===== src/rtl/alu_req_arbiter_if.sv =====
// ALU-side bus of the request arbiter: the arbiter is the only master,
// the ALU answers with done/result one cycle after start.
interface alu_req_arbiter_if;
   logic        alu_start;
   logic [7:0]  alu_a;
   logic [7:0]  alu_b;
   logic [2:0]  alu_op;
   logic        alu_done;
   logic [15:0] alu_result;

   modport master (
      output alu_start, alu_a, alu_b, alu_op,
      input  alu_done, alu_result
   );

   modport slave (
      input  alu_start, alu_a, alu_b, alu_op,
      output alu_done, alu_result
   );
endinterface


===== src/rtl/alu_req_arbiter.sv =====
// Round-robin arbiter that shares one ALU among NUM_REQ requesters, issuing
// one operation at a time and returning the result (or a timeout error).
module alu_req_arbiter #(
   parameter int NUM_REQ = 4,
   parameter int TIMEOUT = 8
) (
   input  logic                   clk,
   input  logic                   rst,
   input  logic [NUM_REQ-1:0]     req,
   input  logic [8*NUM_REQ-1:0]   req_a,
   input  logic [8*NUM_REQ-1:0]   req_b,
   input  logic [3*NUM_REQ-1:0]   req_op,
   output logic [NUM_REQ-1:0]     gnt,
   output logic [NUM_REQ-1:0]     rsp_valid,
   output logic [15:0]            rsp_result,
   output logic                   rsp_err,
   output logic                   busy,
   alu_req_arbiter_if.master      alu
);

   localparam int IDXW = $clog2(NUM_REQ);
   localparam int CNTW = $clog2(TIMEOUT + 1);
   localparam logic [NUM_REQ-1:0] ONE_HOT0 = NUM_REQ'(1);

   typedef enum logic [1:0] {IDLE, ISSUE, WAIT, RESP} state_t;

   state_t          state;
   logic [IDXW-1:0] ptr;
   logic [IDXW-1:0] idx;
   logic [2:0]      op_latch;
   logic [CNTW-1:0] count;

   logic            win_found;
   logic [IDXW-1:0] win_idx;
   logic [IDXW-1:0] cand;
   logic [7:0]      win_a;
   logic [7:0]      win_b;
   logic [2:0]      win_op;

   // First requesting index at or after ptr, wrapping modulo NUM_REQ.
   always_comb begin
      win_found = 1'b0;
      win_idx   = '0;
      cand      = '0;
      for (int i = 0; i < NUM_REQ; i++) begin
         cand = IDXW'((int'(ptr) + i) % NUM_REQ);
         if (!win_found && req[cand]) begin
            win_found = 1'b1;
            win_idx   = cand;
         end
      end
   end

   always_comb begin
      win_a  = '0;
      win_b  = '0;
      win_op = '0;
      for (int i = 0; i < NUM_REQ; i++) begin
         if (win_idx == IDXW'(i)) begin
            win_a  = req_a[8*i +: 8];
            win_b  = req_b[8*i +: 8];
            win_op = req_op[3*i +: 3];
         end
      end
   end

   // Outputs are registered one state early so they are valid during the named state.
   always_ff @(posedge clk) begin
      if (rst) begin
         state          <= IDLE;
         ptr            <= '0;
         idx            <= '0;
         op_latch       <= '0;
         count          <= '0;
         gnt            <= '0;
         rsp_valid      <= '0;
         rsp_result     <= '0;
         rsp_err        <= 1'b0;
         busy           <= 1'b0;
         alu.alu_start  <= 1'b0;
         alu.alu_a      <= '0;
         alu.alu_b      <= '0;
         alu.alu_op     <= '0;
      end else begin
         gnt           <= '0;
         rsp_valid     <= '0;
         rsp_result    <= '0;
         rsp_err       <= 1'b0;
         alu.alu_start <= 1'b0;
         unique case (state)
            IDLE: begin
               if (win_found) begin
                  idx      <= win_idx;
                  op_latch <= win_op;
                  gnt      <= ONE_HOT0 << win_idx;
                  busy     <= 1'b1;
                  if (win_op != 3'd0) begin
                     alu.alu_start <= 1'b1;
                     alu.alu_a     <= win_a;
                     alu.alu_b     <= win_b;
                     alu.alu_op    <= win_op;
                  end
                  state <= ISSUE;
               end
            end
            ISSUE: begin
               if (op_latch != 3'd0) begin
                  count <= '0;
                  state <= WAIT;
               end else begin
                  rsp_valid <= ONE_HOT0 << idx;
                  rsp_err   <= 1'b1;
                  state     <= RESP;
               end
            end
            WAIT: begin
               count <= count + 1'b1;
               if (alu.alu_done) begin
                  rsp_valid  <= ONE_HOT0 << idx;
                  rsp_result <= alu.alu_result;
                  state      <= RESP;
               end else if (count == CNTW'(TIMEOUT - 1)) begin
                  // This is the TIMEOUT-th WAIT cycle without done.
                  rsp_valid <= ONE_HOT0 << idx;
                  rsp_err   <= 1'b1;
                  state     <= RESP;
               end
            end
            RESP: begin
               ptr   <= (idx == IDXW'(NUM_REQ - 1)) ? '0 : idx + 1'b1;
               busy  <= 1'b0;
               state <= IDLE;
            end
            default: state <= IDLE;
         endcase
      end
   end

endmodule


===== src/flat_wrapper.sv =====
// flat-port wrapper written by rule: the top's interface ports become plain ports
module alu_req_arbiter_flat 
#(
   parameter int NUM_REQ = 4,
   parameter int TIMEOUT = 8
)
  (clk, rst, req, req_a, req_b, req_op, gnt, rsp_valid, rsp_result, rsp_err, busy, alu_alu_start, alu_alu_a, alu_alu_b, alu_alu_op, alu_alu_done, alu_alu_result);
  alu_req_arbiter_if alu_i ();
  input  logic clk;
  input  logic rst;
  input  logic [NUM_REQ-1:0] req;
  input  logic [8*NUM_REQ-1:0] req_a;
  input  logic [8*NUM_REQ-1:0] req_b;
  input  logic [3*NUM_REQ-1:0] req_op;
  output logic [NUM_REQ-1:0] gnt;
  output logic [NUM_REQ-1:0] rsp_valid;
  output logic [15:0] rsp_result;
  output logic rsp_err;
  output logic busy;
  output wire logic [$bits(alu_i.alu_start)-1:0] alu_alu_start;
  output wire logic [$bits(alu_i.alu_a)-1:0] alu_alu_a;
  output wire logic [$bits(alu_i.alu_b)-1:0] alu_alu_b;
  output wire logic [$bits(alu_i.alu_op)-1:0] alu_alu_op;
  input wire logic [$bits(alu_i.alu_done)-1:0] alu_alu_done;
  input wire logic [$bits(alu_i.alu_result)-1:0] alu_alu_result;
  assign alu_alu_start = alu_i.alu_start;
  assign alu_alu_a = alu_i.alu_a;
  assign alu_alu_b = alu_i.alu_b;
  assign alu_alu_op = alu_i.alu_op;
  assign alu_i.alu_done = alu_alu_done;
  assign alu_i.alu_result = alu_alu_result;
  alu_req_arbiter #(.NUM_REQ(NUM_REQ), .TIMEOUT(TIMEOUT)) u_core (.clk(clk), .rst(rst), .req(req), .req_a(req_a), .req_b(req_b), .req_op(req_op), .gnt(gnt), .rsp_valid(rsp_valid), .rsp_result(rsp_result), .rsp_err(rsp_err), .busy(busy), .alu(alu_i));
endmodule

===== config.mk =====
export PLATFORM = sky130hd
export DESIGN_NAME = alu_req_arbiter_flat
export DESIGN_NICKNAME = d
export VERILOG_FILES = /design/src/rtl/alu_req_arbiter_if.sv /design/src/rtl/alu_req_arbiter.sv /design/src/flat_wrapper.sv
export SDC_FILE = /design/constraint.sdc
export NUM_CORES = 1
export LEC_CHECK = 0
export CAP_MARGIN = 40
export CORE_MARGIN = 8
export CORE_UTILIZATION = 43
export CTS_BUF_LIST = sky130_fd_sc_hd__clkbuf_2 sky130_fd_sc_hd__clkbuf_4 sky130_fd_sc_hd__clkbuf_8
export CTS_CLUSTER_DIAMETER = 200
export CTS_CLUSTER_SIZE = 25
export DETAILED_ROUTE_END_ITERATION = 12
export GPL_TIMING_DRIVEN = 0
export HOLD_SLACK_MARGIN = 0.06
export MAX_ROUTING_LAYER = met4
export PLACE_DENSITY = 0.79
export SLEW_MARGIN = 30
export SYNTH_ARGS = -nofsm -noshare
export SYNTH_HDL_FRONTEND = slang
export SYNTH_SLANG_ARGS = --single-unit

===== constraint.sdc =====
create_clock -name clk -period 2.6 [get_ports clk]
set_input_delay 0.26 -clock clk [delete_from_list [all_inputs] [get_ports clk]]
set_output_delay 0.26 -clock clk [all_outputs]
set_load 0.01 [all_outputs]

* Yosys cells after proc, flatten, opt, wreduce, memory -nomap -nowiden *
Index checks and enable logic that the tools add are counted.

storage, ports and cells
  register bits after elaboration = 59
  bits of input ports = 99
  logic and storage cells = 106

cells by class
  add/sub/neg operators = 5
  $lt $le $gt $ge = 4
  equality and inequality tests = 11
  shift operators = 2
  mux-type cells = 47
  bitwise operators = 4
  reduce and logical (&&, ||, !) cells = 19

operator list
  cell                                                                           count
  8-bit two-way mux                                                              8
  2-bit two-way mux                                                              8
  4-bit two-way mux                                                              4
  4-bit one-hot mux with 2 select lines                                          2
  1-bit two-way mux                                                              14
  2-bit by 3-bit less-than comparator with 1-bit output (second input constant)  4
  3-bit two-way mux                                                              4
  2-bit equality test (second input constant)                                    5
  1-bit binary-select mux with 2-bit select                                      4
  2-bit one-hot mux with 4 select lines                                          1
  2-bit AND reduction                                                            4
  1-bit by 2-bit left shift with 4-bit output (first input constant)             2
  3-bit nonzero test                                                             2
  3-bit OR reduction                                                             2
  2-bit by 1-bit adder with 2-bit output (second input constant)                 2
  2-bit adder (second input constant)                                            2
  4-bit by 1-bit adder with 4-bit output (second input constant)                 1
  2-bit by 1-bit equality test with 1-bit output (second input constant)         2
  4-bit by 3-bit equality test with 1-bit output (second input constant)         1
  2-bit zero test                                                                2
  2-bit by 1-bit inequality test with 1-bit output (second input constant)       2
  1-bit NOT                                                                      4
  1-bit one-hot mux with 2 select lines                                          2
  2-bit nonzero test                                                             2
  other kinds (4)                                                                8

* Logic depth before layout (Yosys ltp) *
  word-level depth = 19
  mapped depth = 9
  gate-level depth less buffers = 7

* Worst setup path after synthesis *
No wires, ideal clock.

  path type = register to register
  from = reg u_core.ptr[1]
  to = reg u_core.alu.alu_a[3]
  setup time = 0.120 ns
  arrival time = 1.938 ns
  slack = 0.542 ns
  stages on the path, launching flop included = 10
  period minus slack after synthesis = 2.058 ns
  path through = dfxtp_1 > nand2_1 > a311oi_2 > or2_1 > buf_4 > o211ai_2 > a22oi_4 > buf_4 > a2111oi_0 > a211o_1

on the way
  cells in the longest elaborated chain, start to end = 19

RTL lines
  element                                                                                          line                      source
  start, declared                                                                                  alu_req_arbiter.sv:28     logic [IDXW-1:0] ptr;
  start signal, assigned                                                                           alu_req_arbiter.sv:130    ptr <= (idx == IDXW'(NUM_REQ - 1)) ? '0 : idx + 1'b1;
  parallel branches: the longest is 19 deep, another holds 2-bit by 1-bit adder with 2-bit output  n/a
  end signal, assigned                                                                             alu_req_arbiter.sv:99     alu.alu_a <= win_a;
  end, declared                                                                                    alu_req_arbiter_if.sv:12  output alu_start, alu_a, alu_b, alu_op,

Several ways; the timed one is not identified. The select of a mux whose other input is x is not followed.
A chain may end at the register's enable or synchronous reset.

* Worst setup path in the final report *
  from = in req[2]
  to = reg u_core.alu.alu_b[7]

on the way
  cells in the longest elaborated chain, start to end = 19

RTL lines
  element                                    line                      source
  start, declared                            flat_wrapper.sv:11        input logic [NUM_REQ-1:0] req;
  1-bit binary-select mux with 2-bit select  alu_req_arbiter.sv:47     if (!win_found && req[cand]) begin
  1-bit two-way mux (not written as such)    alu_req_arbiter.sv:47
  1-bit two-way mux                          alu_req_arbiter.sv:47
  1-bit zero test                            alu_req_arbiter.sv:47
  1-bit logical AND                          alu_req_arbiter.sv:47
  1-bit two-way mux                          alu_req_arbiter.sv:47
  1-bit zero test                            alu_req_arbiter.sv:47
  1-bit logical AND                          alu_req_arbiter.sv:47
  1-bit two-way mux                          alu_req_arbiter.sv:47
  1-bit zero test                            alu_req_arbiter.sv:47
  1-bit logical AND                          alu_req_arbiter.sv:47
  2-bit two-way mux                          alu_req_arbiter.sv:47
  2-bit zero test                            alu_req_arbiter.sv:59     if (win_idx == IDXW'(i)) begin
  3-bit two-way mux (4 in a row)             alu_req_arbiter.sv:59
  3-bit nonzero test                         alu_req_arbiter.sv:97     if (win_op != 3'd0) begin
  3-bit AND reduction (no source line)       n/a
  end signal, assigned                       alu_req_arbiter.sv:100    alu.alu_b <= win_b;
  end, declared                              alu_req_arbiter_if.sv:12

Parallel ways exist; a longest one is shown, timed or not. The select of a mux whose other input is x is not followed.

==> run metrics <==
min Tclk post-route=2.442 ns; PortBufs=144; Avg Vias per Cell=5.329; core outline area=a little over 7000 sq um; Pint=2664 uW; number of synthesized flops with an enable pin=0; #FFs+latches synth=59; metal3 WL=839 um; drt total wl=10,840 um; DRC=0; first-pass GRT wire length=17,070 um; clk buf depth=2; worst path arrival time=2.72 ns; Max Fclk=just over 0.4 GHz; Final Hold Vio Count=0; total clock sinks=59; Die H=about 100 um; share of post-route cells with drive strength above 1=0.08212; drt initial violations=157; Switch Pwr=about 1300 uW; die area=10,440 sq um; vias in the first global route=3,534; uppermost layer routed=met4; Final ANT Viol Nets=0; TritonCTS Buffers=9; diode count=0; largest net degree at the start of global routing=11; hold slack final=0.4552 ns; area post-placement=4760 sq um; worst setup path endpoint=u_core.alu.alu_b[7]$_SDFFE_PP0P_; synthesized instance count=388; CTS tree=built; RSZ-0062 raised after global routing=true; Setup TNS=0 ns; crit share post-route=0.9392; Worst-Margin Slew=a little over 0.5 ns; Max Cap Violations=0; Clk pwr share=0.295; design area=around 5000 sq um; WL met2=5053 um; CTS clk-pin slew, worst paths=0.07 ns; Synthesis Warnings=0; Worst slew margin=0.6590; fraction of registers with async set/reset=0; worst-path fanout max=10; Reg2Reg Depth=8; library cells used by synthesis=between 40 and 50; Placer Congestion=0.8418; Net count, final=652; worst setup path class=in2reg; chip width=102.2 um; io pins=145; worst setup path startpoint=req[2]; pwr dens=780.4 nW/um^2; DRT met1 WL=about 4700 um; required time of the critical path=approximately 2.9 ns; Cell Area, Synth=3194 sq um; Flop pwr share=0.306; switch share=0.3240; worst clock skew=0.008787 ns; number of setup violations in the final report=0; Setup crit start kind=input port; crit end category=flop; dpl hpwl=around 8400 um; RR Endpoint=u_core.alu.alu_b[7]$_SDFFE_PP0P_; fillers=610; register area share after synthesis=0.3698; synthesized net count=about 500; syn_area_per_cell=8.233 sq um; worst skew pair latency=0.33 ns; reg2reg start=u_core.ptr[1]$_SDFFE_PP0P_; total grt overflow=0; Initial Utilization=0.4428; Clock Tree Root=clkbuf_8; outcome=completed; via count=3,448; CTS H-Tree Depth=3; Max VDD drop=between 0.5 and 0.6 mV; max-slew violations=0; Hold Path Class=reg2reg; Most used DFF post-synth=dfxtp_1; initial antenna violation count=0; R2R Setup Slk=0.16 ns; static leakage=roughly 0.0022 uW; WL per Instance=16.76 um; synthesis-to-finish area growth=58.09%; Site Rows=31; Combinational Power Share=0.399; total track usage=0.2136; TritonRoute pass-1 iters=4
## per-stage QoR
stage	worst slack (ns)	std cells	utilization	power, uW
after detailed placement	-0.3365	631	0.6597	2792
after CTS	0.02175	647	0.6984	3963
final	0.1581	647	0.7000	3941
after global placement	-0.2927	631	0.6597	2754
after global routing	-0.02337	647	0.7000	4162
after floorplan	0.5423	388	-	2073
## cell usage in the layout (no fill, tap or decap), types with 7 or more instances in the layout
master and n:
clkdlybuf4s50_1 144, nand2_1 72, dfxtp_1 59, and3_1 47
and2_1 20, nor2b_1 18, a21oi_1 17, a211o_1 16
nor2_1 13, a2111oi_1 12, clkbuf_1 11, clkbuf_8 11
ha_1 10, inv_1 9, nand3_1 7, o21ai_0 7
## Yosys cell counts, drive strengths merged, types with 3 or more instances
master | number | area share
nor3 | 6 | 0.013
and2 | 20 | 0.039
nand3 | 7 | 0.011
nor2b | 18 | 0.035
or2 | 3 | 0.0059
dfxtp | 59 | 0.37
buf | 11 | 0.022
a21oi | 17 | 0.027
a22oi | 6 | 0.018
nand4 | 3 | 0.0059
nand2 | 73 | 0.087
mux2i | 6 | 0.019
ha | 10 | 0.039
o211ai | 3 | 0.012
a211o | 18 | 0.050
nand2b | 6 | 0.012
o21ai | 8 | 0.014
a2111oi | 15 | 0.046
and3 | 47 | 0.092
nor2 | 14 | 0.017
clkbuf | 15 | 0.018
inv | 9 | 0.011
## state kept, by name, summed over array words and instances, names as in the netlist
signal and cells:
u_core.alu.alu_a 8, u_core.alu.alu_b 8, u_core.alu.alu_op 3, u_core.alu.alu_start 1
u_core.busy 1, u_core.count 4, u_core.gnt 4, u_core.idx 2
u_core.op_latch 3, u_core.ptr 2, u_core.rsp_err 1, u_core.rsp_result 16
u_core.rsp_valid 4, u_core.state 2
## worst max-delay path: stages
cell	delay [ns]
clkdlybuf4s50_1	0.57
nor2b_1	0.18
a311oi_2	0.08
or2_1	0.26
buf_4	0.17
a211o_2	0.39
nand2_2	0.14
clkbuf_1	0.33
and3_1	0.24
a211o_1	0.10
## layout make-up
type | instances | area [sq um] | share of cell area
Timing Repair Buffer | 144 | 1441 | 0.2854
Buffer | 26 | 132.6 | 0.02626
Sequential cell | 59 | 1181 | 0.2339
Multi-Input combinational cell | 294 | 1858 | 0.3679
Clock inverter | 4 | 120.1 | 0.02379
Inverter | 9 | 33.78 | 0.006690
Tap cell | 99 | 123.9 | 0.02453
Clock buffer | 12 | 158.9 | 0.03147
## power groups by stage
stage / Combinational [uW] / Sequential [uW] / Clock [uW]
6_report: 1570 / 1210 / 1160
3_3_place_gp: 1540 / 1220 / 0
4_1_cts: 1580 / 1210 / 1170
3_5_place_dp: 1570 / 1220 / 0
5_1_grt: 1720 / 1230 / 1210
2_1_floorplan: 804 / 1270 / 0
## cell families after synthesis
family                   after synthesis  synth area share
AO/OA/AOI/OAI                         74            0.1857
adder cells (fa/ha/maj)               10           0.03917
buffers and inverters                 35           0.05052
flip-flops                            59            0.3698
multiplexers                           7           0.02233
AND/OR/NAND/NOR                      203            0.3326
## per-layer routing
metal / vias up / global-route usage
met1: 1616 / 0.2488
met5: - / -
met4: 0 / 0.09481
met2: 140 / 0.3383
li1: 1676 / -
met3: 16 / 0.05586
## what timing repair did
item                       4_1_cts  5_1_grt
resized for setup                0        9
setup endpoints to repair        0       15
hold buffers                     0        0
setup buffers                    0        0
## worst min-delay path by stage
stage                                    start                         endpoint  slack [ns]  cells past startpoint
2_1_floorplan                alu_alu_result[0]  u_core.rsp_result[0]$_SDFF_PP0_        0.38                      1
3_3_place_gp   u_core.op_latch[1]$_SDFFE_PP0P_  u_core.op_latch[1]$_SDFFE_PP0P_        0.45                      2
5_1_grt        u_core.op_latch[1]$_SDFFE_PP0P_  u_core.op_latch[1]$_SDFFE_PP0P_        0.48                      2
6_report       u_core.op_latch[1]$_SDFFE_PP0P_  u_core.op_latch[1]$_SDFFE_PP0P_        0.46                      2
3_5_place_dp   u_core.op_latch[1]$_SDFFE_PP0P_  u_core.op_latch[1]$_SDFFE_PP0P_        0.45                      2
4_1_cts        u_core.op_latch[1]$_SDFFE_PP0P_  u_core.op_latch[1]$_SDFFE_PP0P_        0.46                      2
(Power assumes the default switching activity.)
